--- src/rtl/fetch_pkg.sv ---
// fetch_pkg: shared types and constants for the instruction fetch stage.
//   fetch_state_t : fetch FSM states (request / wait / drop stale / halted on fault)
//   fetch_entry_t : one buffered instruction with the PC it was fetched from
//   WORD_W, PC_STEP, DEFAULT_RESET_PC : datapath width, PC increment, default boot PC
package fetch_pkg;

   localparam int unsigned WORD_W           = 32;
   localparam logic [31:0] PC_STEP          = 32'd4;
   localparam logic [31:0] DEFAULT_RESET_PC = 32'h0000_0000;

   typedef enum logic [1:0] {
      StReq,
      StWait,
      StDrop,
      StHalt
   } fetch_state_t;

   typedef struct packed {
      logic [WORD_W-1:0] instr;
      logic [WORD_W-1:0] pc;
   } fetch_entry_t;

endpackage

--- src/rtl/fetch_fifo.sv ---
// fetch_fifo: small synchronous instruction buffer (DEPTH must be a power of two, 2 or 4).
// Ports:
//   clk, reset   : clock, synchronous active-high reset (clears pointers and storage)
//   flush        : drop all entries this cycle (overrides push/pop)
//   push         : write push_data ({instr, pc}) at the tail
//   pop          : remove the head entry (caller guarantees non-empty)
//   count        : number of valid entries
//   head         : registered head entry ({instr, pc}); meaningful while count != 0
module fetch_fifo
   import fetch_pkg::*;
#(
   parameter int unsigned DEPTH = 2
) (
   input  logic                           clk,
   input  logic                           reset,
   input  logic                           flush,
   input  logic                           push,
   input  logic [2*WORD_W-1:0]            push_data,
   input  logic                           pop,
   output logic [$clog2(DEPTH+1)-1:0]     count,
   output logic [2*WORD_W-1:0]            head
);

   localparam int unsigned PW = $clog2(DEPTH);
   localparam int unsigned CW = $clog2(DEPTH + 1);

   fetch_entry_t    mem_q [DEPTH];
   logic [PW-1:0]   rd_q, wr_q;
   logic [CW-1:0]   cnt_q;

   always_ff @(posedge clk) begin
      if (reset || flush) begin
         rd_q  <= '0;
         wr_q  <= '0;
         cnt_q <= '0;
      end else begin
         if (push) wr_q <= wr_q + PW'(1);
         if (pop)  rd_q <= rd_q + PW'(1);
         cnt_q <= cnt_q + CW'(push) - CW'(pop);
      end
   end

   // Storage is cleared only by reset so the head reads zero out of reset.
   always_ff @(posedge clk) begin
      if (reset) begin
         for (int i = 0; i < DEPTH; i++) mem_q[i] <= '0;
      end else if (push && !flush) begin
         mem_q[wr_q] <= fetch_entry_t'(push_data);
      end
   end

   assign count = cnt_q;
   assign head  = mem_q[rd_q];

   // The fetch issue rule always reserves a slot for an outstanding response.
   a_no_push_when_full: assert property (@(posedge clk) disable iff (reset)
      !(push && !flush && cnt_q == CW'(DEPTH)));

endmodule

--- src/rtl/fetch_unit.sv ---
// fetch_unit: instruction fetch stage. Owns the PC, issues one word read at a time to
// instruction memory, buffers responses in fetch_fifo and hands them to the core over a
// valid/ready handshake. Branch/jump redirects flush the buffer and restart fetch.
// Ports:
//   clk, reset               : clock, synchronous active-high reset
//   imem_req, imem_addr      : one-cycle read request and its word address
//   imem_valid, imem_rdata   : read response (>=1 cycle after the request)
//   instr_valid, instr_ready : head-of-buffer handshake to the core
//   instr, instr_pc          : head instruction and its PC
//   redirect, redirect_pc    : taken branch/jump and its target
//   fault                    : sticky misaligned-redirect flag
// Build option: FETCH_ALIGN_CHECK_EN - trap misaligned redirect targets (fault + halt);
// when undefined the target's low two bits are ignored and fault is always 0.
module fetch_unit
   import fetch_pkg::*;
#(
   parameter logic [31:0] RESET_PC = DEFAULT_RESET_PC,
   parameter int unsigned DEPTH    = 2
) (
   input  logic        clk,
   input  logic        reset,
   output logic        imem_req,
   output logic [31:0] imem_addr,
   input  logic        imem_valid,
   input  logic [31:0] imem_rdata,
   output logic        instr_valid,
   input  logic        instr_ready,
   output logic [31:0] instr,
   output logic [31:0] instr_pc,
   input  logic        redirect,
   input  logic [31:0] redirect_pc,
   output logic        fault
);

   localparam int unsigned CW      = $clog2(DEPTH + 1);
   localparam logic [CW:0] DEPTH_C = (CW+1)'(DEPTH);

   fetch_state_t  state_q, state_d;
   logic [31:0]   pc_q, pc_d, pc_inc;
   logic          fault_q, fault_d;

   logic          push, pop, flush;
   logic          push_cand, pop_cand;
   logic [CW-1:0] count;
   logic [CW:0]   count_next;
   logic          issue_ok;
   logic [2*WORD_W-1:0] head;

   logic          misaligned;
   logic [31:0]   redirect_pc_al;

`ifdef FETCH_ALIGN_CHECK_EN
   assign misaligned     = redirect_pc[1:0] != 2'b00;
   assign redirect_pc_al = redirect_pc;
`else
   logic unused_redirect_lsb;
   assign unused_redirect_lsb = ^redirect_pc[1:0];
   assign misaligned          = 1'b0;
   assign redirect_pc_al      = {redirect_pc[31:2], 2'b00};
`endif

   // Occupancy this cycle would leave if no redirect cancels the push/pop; a new
   // request is only allowed if that still leaves room for its response.
   assign push_cand  = (state_q == StWait) && imem_valid;
   assign pop_cand   = instr_valid && instr_ready;
   assign count_next = {1'b0, count} + (CW+1)'(push_cand) - (CW+1)'(pop_cand);
   assign issue_ok   = count_next < DEPTH_C;
   assign pc_inc     = pc_q + PC_STEP;

   always_ff @(posedge clk) begin
      if (reset) begin
         state_q <= StReq;
         pc_q    <= RESET_PC;
         fault_q <= 1'b0;
      end else begin
         state_q <= state_d;
         pc_q    <= pc_d;
         fault_q <= fault_d;
      end
   end

   always_comb begin
      state_d   = state_q;
      pc_d      = pc_q;
      fault_d   = fault_q;
      imem_req  = 1'b0;
      imem_addr = pc_q;
      push      = 1'b0;
      pop       = 1'b0;
      flush     = 1'b0;

      if (redirect && state_q != StHalt) begin
         flush = 1'b1;
         if (misaligned) begin
            fault_d = 1'b1;
            state_d = StHalt;
         end else begin
            pc_d = redirect_pc_al;
            // A request still in flight must have its response swallowed.
            if ((state_q == StWait || state_q == StDrop) && !imem_valid) begin
               state_d = StDrop;
            end else begin
               state_d = StReq;
            end
         end
      end else begin
         pop = pop_cand;
         unique case (state_q)
            StReq: begin
               if (issue_ok) begin
                  imem_req = 1'b1;
                  state_d  = StWait;
               end
            end
            StWait: begin
               if (imem_valid) begin
                  push      = 1'b1;
                  pc_d      = pc_inc;
                  imem_addr = pc_inc;
                  if (issue_ok) begin
                     imem_req = 1'b1;
                  end else begin
                     state_d = StReq;
                  end
               end
            end
            StDrop: begin
               if (imem_valid) state_d = StReq;
            end
            StHalt: begin
            end
            default: state_d = StReq;
         endcase
      end

      if (reset) begin
         imem_req = 1'b0;
         push     = 1'b0;
         pop      = 1'b0;
      end
   end

   fetch_fifo #(
      .DEPTH (DEPTH)
   ) u_fifo (
      .clk       (clk),
      .reset     (reset),
      .flush     (flush),
      .push      (push),
      .push_data ({imem_rdata, pc_q}),
      .pop       (pop),
      .count     (count),
      .head      (head)
   );

   assign instr_valid = count != '0;
   assign instr       = head[2*WORD_W-1:WORD_W];
   assign instr_pc    = head[WORD_W-1:0];
   assign fault       = fault_q;

endmodule

--- config.mk ---
export PLATFORM = sky130hd
export DESIGN_NAME = fetch_unit
export DESIGN_NICKNAME = d
export VERILOG_FILES = /design/src/rtl/fetch_pkg.sv /design/src/rtl/fetch_fifo.sv /design/src/rtl/fetch_unit.sv
export SDC_FILE = /design/constraint.sdc
export NUM_CORES = 1
export LEC_CHECK = 0
export ABC_AREA = 0
export BUFFER_PORTS_ARGS = -buffer_cell sky130_fd_sc_hd__buf_2
export CAP_MARGIN = 5
export CELL_PAD_IN_SITES_DETAIL_PLACEMENT = 1
export CELL_PAD_IN_SITES_GLOBAL_PLACEMENT = 1
export CORE_ASPECT_RATIO = 1.75
export CORE_UTILIZATION = 41
export CTS_BUF_LIST = sky130_fd_sc_hd__clkbuf_4 sky130_fd_sc_hd__clkbuf_8
export DETAILED_ROUTE_END_ITERATION = 12
export PLACE_DENSITY_LB_ADDON = 0.1
export RECOVER_POWER = 100
export SYNTH_ARGS = -nofsm -noshare
export SYNTH_HDL_FRONTEND = slang
export SYNTH_SLANG_ARGS = --single-unit
--- constraint.sdc ---
create_clock -name clk -period 2.5 [get_ports clk]
set_clock_uncertainty 0.1 [all_clocks]
set_input_delay 0.375 -clock clk [delete_from_list [all_inputs] [get_ports clk]]
set_output_delay 0.375 -clock clk [all_outputs]
set_load 0.02 [all_outputs]
==> metrics.txt, run 1 <==
Reg clk slew, reported paths roughly 0.090 ns; clk_lat worst skew 0.46 ns; antenna viol nets, final 0; TritonCTS clock tree done; die width roughly 110 µm; CTS Hold Bufs 0; Die Height around 190 µm; Final Core Density roughly 57%; count of cell types in the netlist 49; total power around 6.1 mW; antenna violations before repair 1; Initial Util 41.70%; First-pass DRT Iterations 4; post-route minimum period between 2 and 3 ns; GP Congestion 0.8652; fmax 334.6 MHz; FFs w/ async S/R, synth 0%; synthesized netlist cell count between 700 and 800; Worst Setup End Kind output port; Sequential Power Share 50.4%; DRT iter0 DRCs around 250; fin cells between 1000 and 1500; total track usage about a quarter; detailed-placement wirelength estimate 15830 µm; switching share of total power 25.00%; WP data required a little over 2 ns; setup TNS -13.47 ns; global-route wire length before repair between 30000 and 40000 µm; Slew headroom around 67%; RSZ-0062 raised after global routing yes; Netlist Area Pre-Place just over 8000 µm²; fin area 11300 µm²; share of layout cells above drive strength 1 about half; core area between 15000 and 20000 µm²; Bufs on Longest Clock Path 2; status finished with violations; Internal roughly 4.5 mW; commonest non-fill, non-tap cell in the layout buf_2; DR vias 6571; Worst Path Arrival 2.51 ns; Final Slew Violations 0; routed wire length per instance between 20 and 25 µm; row cnt between 60 and 70; H-tree depth 4; Final Cycle Share 119.6%; slew of the pin with the lowest slew margin roughly 0.5 ns; Startpoint Class register; clock share of power ~36%; # DRC 0; vias in the first global route between 7000 and 8000; IO buf count 160; Mean Syn Cell Area about 11 µm²; TritonCTS buffer count 17; final setup vio count just under 100; FF+latch count, synth approximately 160; WS Path Type register to output port; Worst Path Max Fanout 2; Post-Route WL approximately 25000 µm; DIE AREA between 20000 and 25000 µm²; final setup margin -0.4890 ns; Clock Tree Root clkbuf_8; Worst Hold Class input port to register; leak pwr roughly 4.8 nW; Area Overhead vs Synth 37.34%; largest net degree at the start of global routing 63; Combinational Power Share between 10 and 15%; sequential share of the synthesized area a little over half; max-cap violations 0; number of synthesized flops with an enable pin between 100 and 150; Cell Area, Placed roughly 9700 µm²; Hold WS roughly 0.084 ns; top_reg_cell synth edfxtp_1; dpl cells between 1000 and 1500; NetSw between 1.5 and 2 mW; CTS Sinks between 150 and 200; vias per inst 5.462; gr ovfl total 0; most frequent cells in the layout 129 x buf_2, 124 x edfxtp_1, 121 x and2_1, 95 x buf_4, 62 x mux2_2; IO Count ~170; failing checks setup timing; worst vdd ir between 0.0003 and 0.0004 V; Yosys warnings 0; pwr/cell area roughly 540 nW/µm²; final-stage net count roughly 1000; Fin. Hold Viols 0; DP Worst Slack -0.1089 ns
## worst max-delay path: stages (launching register included)
cell and delay [ns]:
dfxtp_4 0.35, or2_4 0.24, nand2_4 0.07, inv_4 0.03
ha_4 0.20, or2_4 0.23, fa_2 0.35, xnor2_2 0.20
nand2_2 0.11, nor3_4 0.14, buf_6 0.14
## sequential cells by signal, indices dropped and copies added, names as in the netlist, named ones only
register,cells
u_fifo.count,2
u_fifo.rd_q,1
pc_q,30
u_fifo.mem_q,124
state_q,2
u_fifo.wr_q,1
## cell type report
type,count,area (µm²)
multi-input combinational,486,4096
sequential,161,4491
fill,2092,8436
inverter,9,38.79
tap,245,306.5
antenna,1,2.502
clock buffer,20,256.5
clock inverter,12,188.9
timing repair buffer,269,1923
## layer usage
metal	track usage (%)	wire length [µm]	vias up
met4	12.32	897	0
met3	4.131	1082	59
li1	-	-	3028
met1	25.77	9336	3283
met2	43.81	14070	201
met5	0	0	-
## synth_stat cells, types with 11 or more instances
library cell / number / share of area (%)
or3_1: 11 / 0.84
nand4_1: 15 / 1.1
and2_1: 122 / 9.3
dfxtp_1: 37 / 9.0
clkbuf_1: 41 / 1.9
nor2_1: 42 / 1.9
edfxtp_1: 124 / 45
nand3_1: 14 / 0.85
a311oi_1: 16 / 1.7
nor4_1: 19 / 1.4
mux2_2: 63 / 8.6
nand2_1: 30 / 1.4
nor3_1: 15 / 0.91
xor2_1: 25 / 2.7
xnor2_1: 18 / 1.9
## logic make-up after synthesis
kind of cell	Yosys count	synth area share [%]
buffers and inverters	80	4.287
adder cells (fa/ha/maj)	10	1.611
AND/OR/NAND/NOR	310	21.66
XOR/XNOR	43	4.576
other	1	0.04556
flip-flops	161	54.24
multiplexers	63	8.620
AO/OA/AOI/OAI	55	4.956
## power by group through the flow
| stage | Sequential [mW] | Combinational (mW) | Clock (mW) |
|---|---|---|---|
| CTS | 3.05 | 0.778 | 2.22 |
| finish | 3.05 | 0.838 | 2.17 |
| floorplan | 3.08 | 0.424 | 0 |
| global route | 3.06 | 0.890 | 2.31 |
| detailed placement | 3.11 | 0.702 | 0 |
| global placement | 3.10 | 0.682 | 0 |
## what timing repair did
item / in CTS / in global routing
endpoints found under the setup margin: 33 / 58
resized for setup: 138 / 61
pin swaps: 44 / 43
setup buffers: 33 / 26
gates cloned: 0 / 1
## final timing paths
check	cells after the start	from	end	slack, ns
max	10	u_fifo.count[1]	imem_req	-0.49
min	3	redirect_pc[31]	pc_q[31]	0.08
max reg2reg	11	u_fifo.count[1]	state_q[0]	-0.17
min reg2reg	2	u_fifo.rd_q	register	0.46
Note: power is estimated with default switching activity, not from simulation.
==> run 2: changes to the inputs <==
--- a/config.mk
+++ b/config.mk
@@ -11,7 +11,7 @@
 export CELL_PAD_IN_SITES_DETAIL_PLACEMENT = 1
 export CELL_PAD_IN_SITES_GLOBAL_PLACEMENT = 1
 export CORE_ASPECT_RATIO = 1.75
-export CORE_UTILIZATION = 41
+export CORE_UTILIZATION = 45
 export CTS_BUF_LIST = sky130_fd_sc_hd__clkbuf_4 sky130_fd_sc_hd__clkbuf_8
 export DETAILED_ROUTE_END_ITERATION = 12
 export PLACE_DENSITY_LB_ADDON = 0.1
==> constraint.sdc (replaced) <==
create_clock -name clk -period 2.76 [get_ports clk]
set_clock_uncertainty 0.1 [all_clocks]
set_input_delay 0.414 -clock clk [delete_from_list [all_inputs] [get_ports clk]]
set_output_delay 0.414 -clock clk [all_outputs]
set_load 0.02 [all_outputs]
==> run 2 against run 1 <==
Against the previous run: the flow still finishes with violations (setup timing); via count fell by 3.4%; clock-buffer cell count did not move; power fell by 14%; design area fell by 7.0%; first-iteration DRC count fell by 3.7%; sequential share of layout area rose by 3.1 points; critical path depth did not move; register-to-register slack improved by 0.26 ns; non-clock buffer count fell by 36; largest power group unchanged.
==> metrics.txt, run 2 (synthesis results as in run 1) <==
status finished with violations; failing checks setup timing; antenna violations before repair 0 (-1); largest net degree at the start of global routing 61 (-3.2%); biggest regs u_fifo.mem_q: 124 flops, pc_q: 30 flops; leak pwr 4.396 nW (-8.2%); slew of the pin with the lowest slew margin 0.5550 ns (+0.05402 ns); DP Worst Slack -0.02109 ns (+0.08779 ns); fmax ~330 MHz; Largest register FFs 124 (unchanged); commonest non-fill, non-tap cell in the layout buf_2; Final Slew Violations 0 (unchanged); Register Area 4499 µm² (+0.20%); First-pass DRT Iterations 5 (+1); DRT iter0 DRCs 236 (-3.7%); IO buf count 160 (unchanged); final-stage net count 987 (-3.5%); DIE AREA 18860 µm² (-8.8%); antenna viol nets, final 0 (unchanged); area of the multi-input gates 3815 µm² (-6.9%); Bufs on Longest Clock Path 2 (unchanged); total power 5.186 mW (-14%); Worst Setup End Kind output port; setup TNS -4.138 ns (+9.333 ns); worst vdd ir 0.0002881 V (-14%); Fillers 1905 (-8.9%); number of diodes 0 (-1); WP data required 2.25 ns (+0.22 ns); dpl cells 1099 (-2.3%); Worst Path Max Fanout 3 (+1); H-tree depth 4 (unchanged); fin cells 1154 (-4.1%); final setup vio count 27 (-72%); vias per inst 5.502 (+0.72%); most frequent cells in the layout 144 x buf_2, 124 x edfxtp_1, 121 x and2_1, 74 x buf_4, 63 x mux2_2; Most Frequent Cell on Critical Path or2_4; final setup margin -0.2779 ns (+0.2111 ns); row cnt 65 (-4.4%); Worst Path Arrival 2.52 ns (about the same); die width 104.2 µm (-4.5%); Initial Util 45.79% (+4.1 points); # DRC 0 (unchanged); global-route wire length before repair 36180 µm (-2.7%); crit path cell chain or2_4, nand2_4, inv_4, ha_4, or2_4, fa_2, xnor2_2, nand2_2, nor3_4, buf_6; Area Overhead vs Synth 27.76%; Slew headroom 62.89% (-3.6 points); Cell Area, Placed 9459 µm² (-2.6%); Largest Register u_fifo.mem_q; core area 17970 µm² (-8.9%); Final Core Density 58.50% (+1.2 points); CTS Hold Bufs 0 (unchanged); TritonCTS buffer count 17 (unchanged); post-route minimum period roughly 3.0 ns; GP Congestion 0.8806 (+1.8%); total track usage 24.82% (+0.81 points); WS Path Type register to output port; clk_lat worst skew 0.44 ns (-0.02 ns); Clock Tree Root clkbuf_8; gr ovfl total 0 (unchanged); Fin. Hold Viols 0 (unchanged); Hold WS 0.1190 ns (+0.03492 ns); Reg clk slew, reported paths 0.09 ns (about the same); Die Height 180.9 µm (-4.5%); CTS Sinks 161 (unchanged); fin area 10520 µm² (-7.0%); share of layout cells above drive strength 1 43.80% (-4.9 points); pwr/cell area 493.2 nW/µm² (-8.0%); Final Cycle Share 110.1%; Slowest-stage cell, CP fa_2; DR vias 6349 (-3.4%); TritonCTS clock tree done; detailed-placement wirelength estimate 15160 µm (-4.2%); max-cap violations 0 (unchanged); Startpoint Class register; RSZ-0062 raised after global routing yes; IO Count 168 (unchanged); vias in the first global route 6875 (-1.9%); routed wire length per instance 19.92 µm (-5.6%); crit-path max cell delay 0.35 ns (about the same); Worst Hold Class input port to register; Post-Route WL 22980 µm (-9.5%)
[run 2: cell count changes in the layout (fill, tap and decap cells not counted), sizes merged]
cell / delta
clkinv: +1
bufinv: -2
buf: -34
clkbuf: -2
diode: -1
[run 2: final timing paths]
check / to / slack [ns] / cells after the start / from
max reg2reg: u_fifo.count[1] / 0.09 / 10 / state_q[0]
min reg2reg: u_fifo.rd_q / 0.43 / 2 / u_fifo.rd_q
min: pc_q[7] / 0.12 / 3 / redirect_pc[7]
max: imem_req / -0.28 / 10 / u_fifo.count[0]
[run 2: critical path: cells and delay by family (launching register included)]
| kind | cells | cell delay, ns |
|---|---|---|
| AND/OR/NAND/NOR | 5 | 0.83 |
| adder cells (fa/ha/maj) | 2 | 0.56 |
| flip-flops | 1 | 0.33 |
| XOR/XNOR | 1 | 0.20 |
| buffers and inverters | 2 | 0.18 |
[run 2: cell type report]
type	instances	area share, %
well taps	234	2.784
inverters	9	0.3927
clock buffers	20	2.439
clock inverters	11	1.333
multi-input cells	486	36.28
repair buffers	233	13.98
flip-flops and latches	161	42.79
[run 2: what timing repair did]
item | 4_1_cts | 5_1_grt
endpoints found under the hold margin | 0 | 0
setup buffers | 15 | 12
cloned | 1 | 0
gates resized for setup | 79 | 45
endpoints found under the setup margin | 26 | 27
pin swaps | 34 | 21
[run 2: metal layers]
layer	wire length, µm	share of wire [%]	vias up	GRT usage (%)
met3	940	4.1	60	4.004
met4	920	4.0	0	13.94
li1	-	-	2958	-
met2	12420	54	203	45.23
met5	0	0	-	0
met1	8699	38	3128	27.09
[run 2: power by group]
| group | switching [mW] | internal (mW) | leakage [nW] |
|---|---|---|---|
| Sequential | 0.0658 | 2.71 | 1.60 |
| Clock | 0.851 | 0.913 | 0.196 |
| Combinational | 0.392 | 0.258 | 2.60 |
| Total | 1.31 | 3.88 | 4.40 |
==> run 3: changes to the inputs <==
--- a/config.mk
+++ b/config.mk
@@ -11,8 +11,8 @@
 export CELL_PAD_IN_SITES_DETAIL_PLACEMENT = 1
 export CELL_PAD_IN_SITES_GLOBAL_PLACEMENT = 1
 export CORE_ASPECT_RATIO = 1.75
-export CORE_UTILIZATION = 45
-export CTS_BUF_LIST = sky130_fd_sc_hd__clkbuf_4 sky130_fd_sc_hd__clkbuf_8
+export CORE_UTILIZATION = 47
+export CTS_BUF_LIST = sky130_fd_sc_hd__clkbuf_16
 export DETAILED_ROUTE_END_ITERATION = 12
 export PLACE_DENSITY_LB_ADDON = 0.1
 export RECOVER_POWER = 100
==> constraint.sdc (replaced) <==
create_clock -name clk -period 3.8 [get_ports clk]
set_clock_uncertainty 0.1 [all_clocks]
set_input_delay 0.57 -clock clk [delete_from_list [all_inputs] [get_ports clk]]
set_output_delay 0.57 -clock clk [all_outputs]
set_load 0.02 [all_outputs]
==> run 3 against run 2 <==
Against the previous run: critical path depth unchanged; non-clock buffer count shrank 58; the run now ends clean; design area shrank 8.6%; sequential cell count stayed put; final cell count is 5.5% lower.
==> metrics.txt, run 3 (synthesis results as in run 1) <==
DRT iter0 DRCs 195 (-17%); worst-case hold path end point pc_q[7]; CTS Sinks 161 (unchanged); post-route minimum period approximately 3.6 ns; DIE AREA 18060 µm² (-4.2%); share of layout cells above drive strength 1 27.23% (-17 points); core area 17030 µm² (-5.3%); Worst Setup End Kind output port; row cnt 63 (-3.1%); IO buf count 160 (unchanged); fmax roughly 280 MHz; total power 3.977 mW (-23%); slew of the pin with the lowest slew margin 1.475 ns (+0.9203 ns); Clock Tree Root clkbuf_16; setup TNS 0 ns (+4.138 ns); gr ovfl total 0 (unchanged); biggest regs u_fifo.mem_q: 124 flops, pc_q: 30 flops; TritonCTS clock tree done; vias in the first global route 6376 (-7.3%); Die Height 177.1 µm (-2.1%); DR vias 6013 (-5.3%); final-stage net count 929 (-5.9%); hold-critical path depth 3 (unchanged); reg2reg setup slack 0.59 ns (+0.50 ns); number of diodes 0 (unchanged); global-route wire length before repair 33200 µm (-8.3%); PostCTS Resize Cnt 0 (-100%); Final Cycle Share a little over nine tenths; die width 102.0 µm (-2.1%); # DRC 0 (unchanged); routed wire length per instance 19.59 µm (-1.6%); Largest Register u_fifo.mem_q; leak pwr 3.696 nW (-16%); IO Count 168 (unchanged); final setup vio count 0 (-100%); Slew headroom 1.515% (-61 points); H-tree depth 4 (unchanged); max-cap violations 0 (unchanged); WP data required 3.13 ns (+0.88 ns); antenna viol nets, final 0 (unchanged); worst vdd ir 0.0002767 V (-4.0%); Initial Util 48.34% (+2.5 points); Critical R2R Launch state_q[0]; Area Overhead vs Synth 16.83%; R2R Path End u_fifo.mem_q[1][24]; Final Slew Violations 0 (unchanged); Worst Path Max Fanout 4 (+1); detailed-placement wirelength estimate 14600 µm (-3.7%); First-pass DRT Iterations 7 (+2); vias per inst 5.517 (+0.27%); Worst Hold Class input port to register; GP Congestion 0.8848 (+0.48%); largest net degree at the start of global routing 63 (+3.3%); Post-CTS Setup Repair Bufs 0 (-15); total track usage 24.49% (-0.33 points); WS Path Type register to output port; CTS Hold Bufs 0 (unchanged); antenna violations before repair 0 (unchanged); clk_lat worst skew 0.42 ns (-0.02 ns); Post-Route WL 21350 µm (-7.1%); commonest non-fill, non-tap cell in the layout edfxtp_1; status completed; Fin. Hold Viols 0 (unchanged); pwr/cell area 413.6 nW/µm² (-16%); Largest register FFs 124 (unchanged); Hold WS 0.3092 ns (+0.1902 ns); most frequent cells in the layout 124 x edfxtp_1, 99 x buf_2, 67 x and2_1, 59 x mux2_2, 55 x and2_0; Bufs on Longest Clock Path 2 (unchanged); R2R depth 6 (-4); Startpoint Class register; TritonCTS buffer count 17 (unchanged); Reg clk slew, reported paths 0.07 ns (-0.02 ns); Worst Min Path Start redirect_pc[7]; Worst Path Arrival 2.95 ns (+0.43 ns)
## run 3: layout make-up
type                            count  area, µm²
Timing Repair Buffer              175      855.8
Sequential cell                   161       4464
Multi-Input combinational cell    486       3441
Fill cell                        1900       7411
Clock buffer                       17      425.4
Inverter                            9      33.78
Tap cell                          227      284.0
Clock inverter                     15      111.4
## run 3: power by group
part	internal (mW)	leakage [nW]	switching [mW]
Clock	0.842	0.262	0.719
Sequential	1.97	1.59	0.0701
Combinational	0.135	1.84	0.241
Total	2.95	3.70	1.03
## run 3: worst max-delay path by stage
stage | from | end | slack [ns] | cells past startpoint
final | u_fifo.count[1] | imem_req | 0.18 | 10
after global routing | u_fifo.count[1] | imem_req | -0.002 | 10
after CTS | u_fifo.count[1] | imem_req | 0.07 | 10
after detailed placement | instr_ready | imem_req | 0.57 | 10
after global placement | imem_valid | imem_addr[31] | 0.63 | 6
after floorplan | u_fifo.count[1] | imem_req | 0.61 | 9
## run 3: worst max-delay path, stage by stage (launching register included)
cell	delay, ns
dfxtp_1	0.38
or2_2	0.33
nand2_1	0.15
inv_1	0.07
ha_1	0.26
or2_2	0.31
fa_1	0.41
xnor2_2	0.18
nand2_1	0.09
nor3_2	0.14
buf_2	0.20
## run 3: per-layer routing
layer	global-route usage [%]	share of wire, %	vias to the layer above
met2	44.77	55	161
met3	4.107	3.9	39
met4	11.25	3.3	0
li1	-	-	2843
met5	0	0	-
met1	26.96	38	2970
## run 3: through the flow
stage / utilization, % / std cells / area (µm²) / setup slack (ns)
global placement: 53.81 / 1058 / 9163 / 0.6256
finish: 56.47 / 1090 / 9615 / 0.1774
global route: 56.47 / 1090 / 9615 / -0.001985
CTS: 56.97 / 1090 / 9699 / 0.07093
floorplan: - / 727 / 8245 / 0.6096
detailed placement: 53.81 / 1058 / 9163 / 0.5693
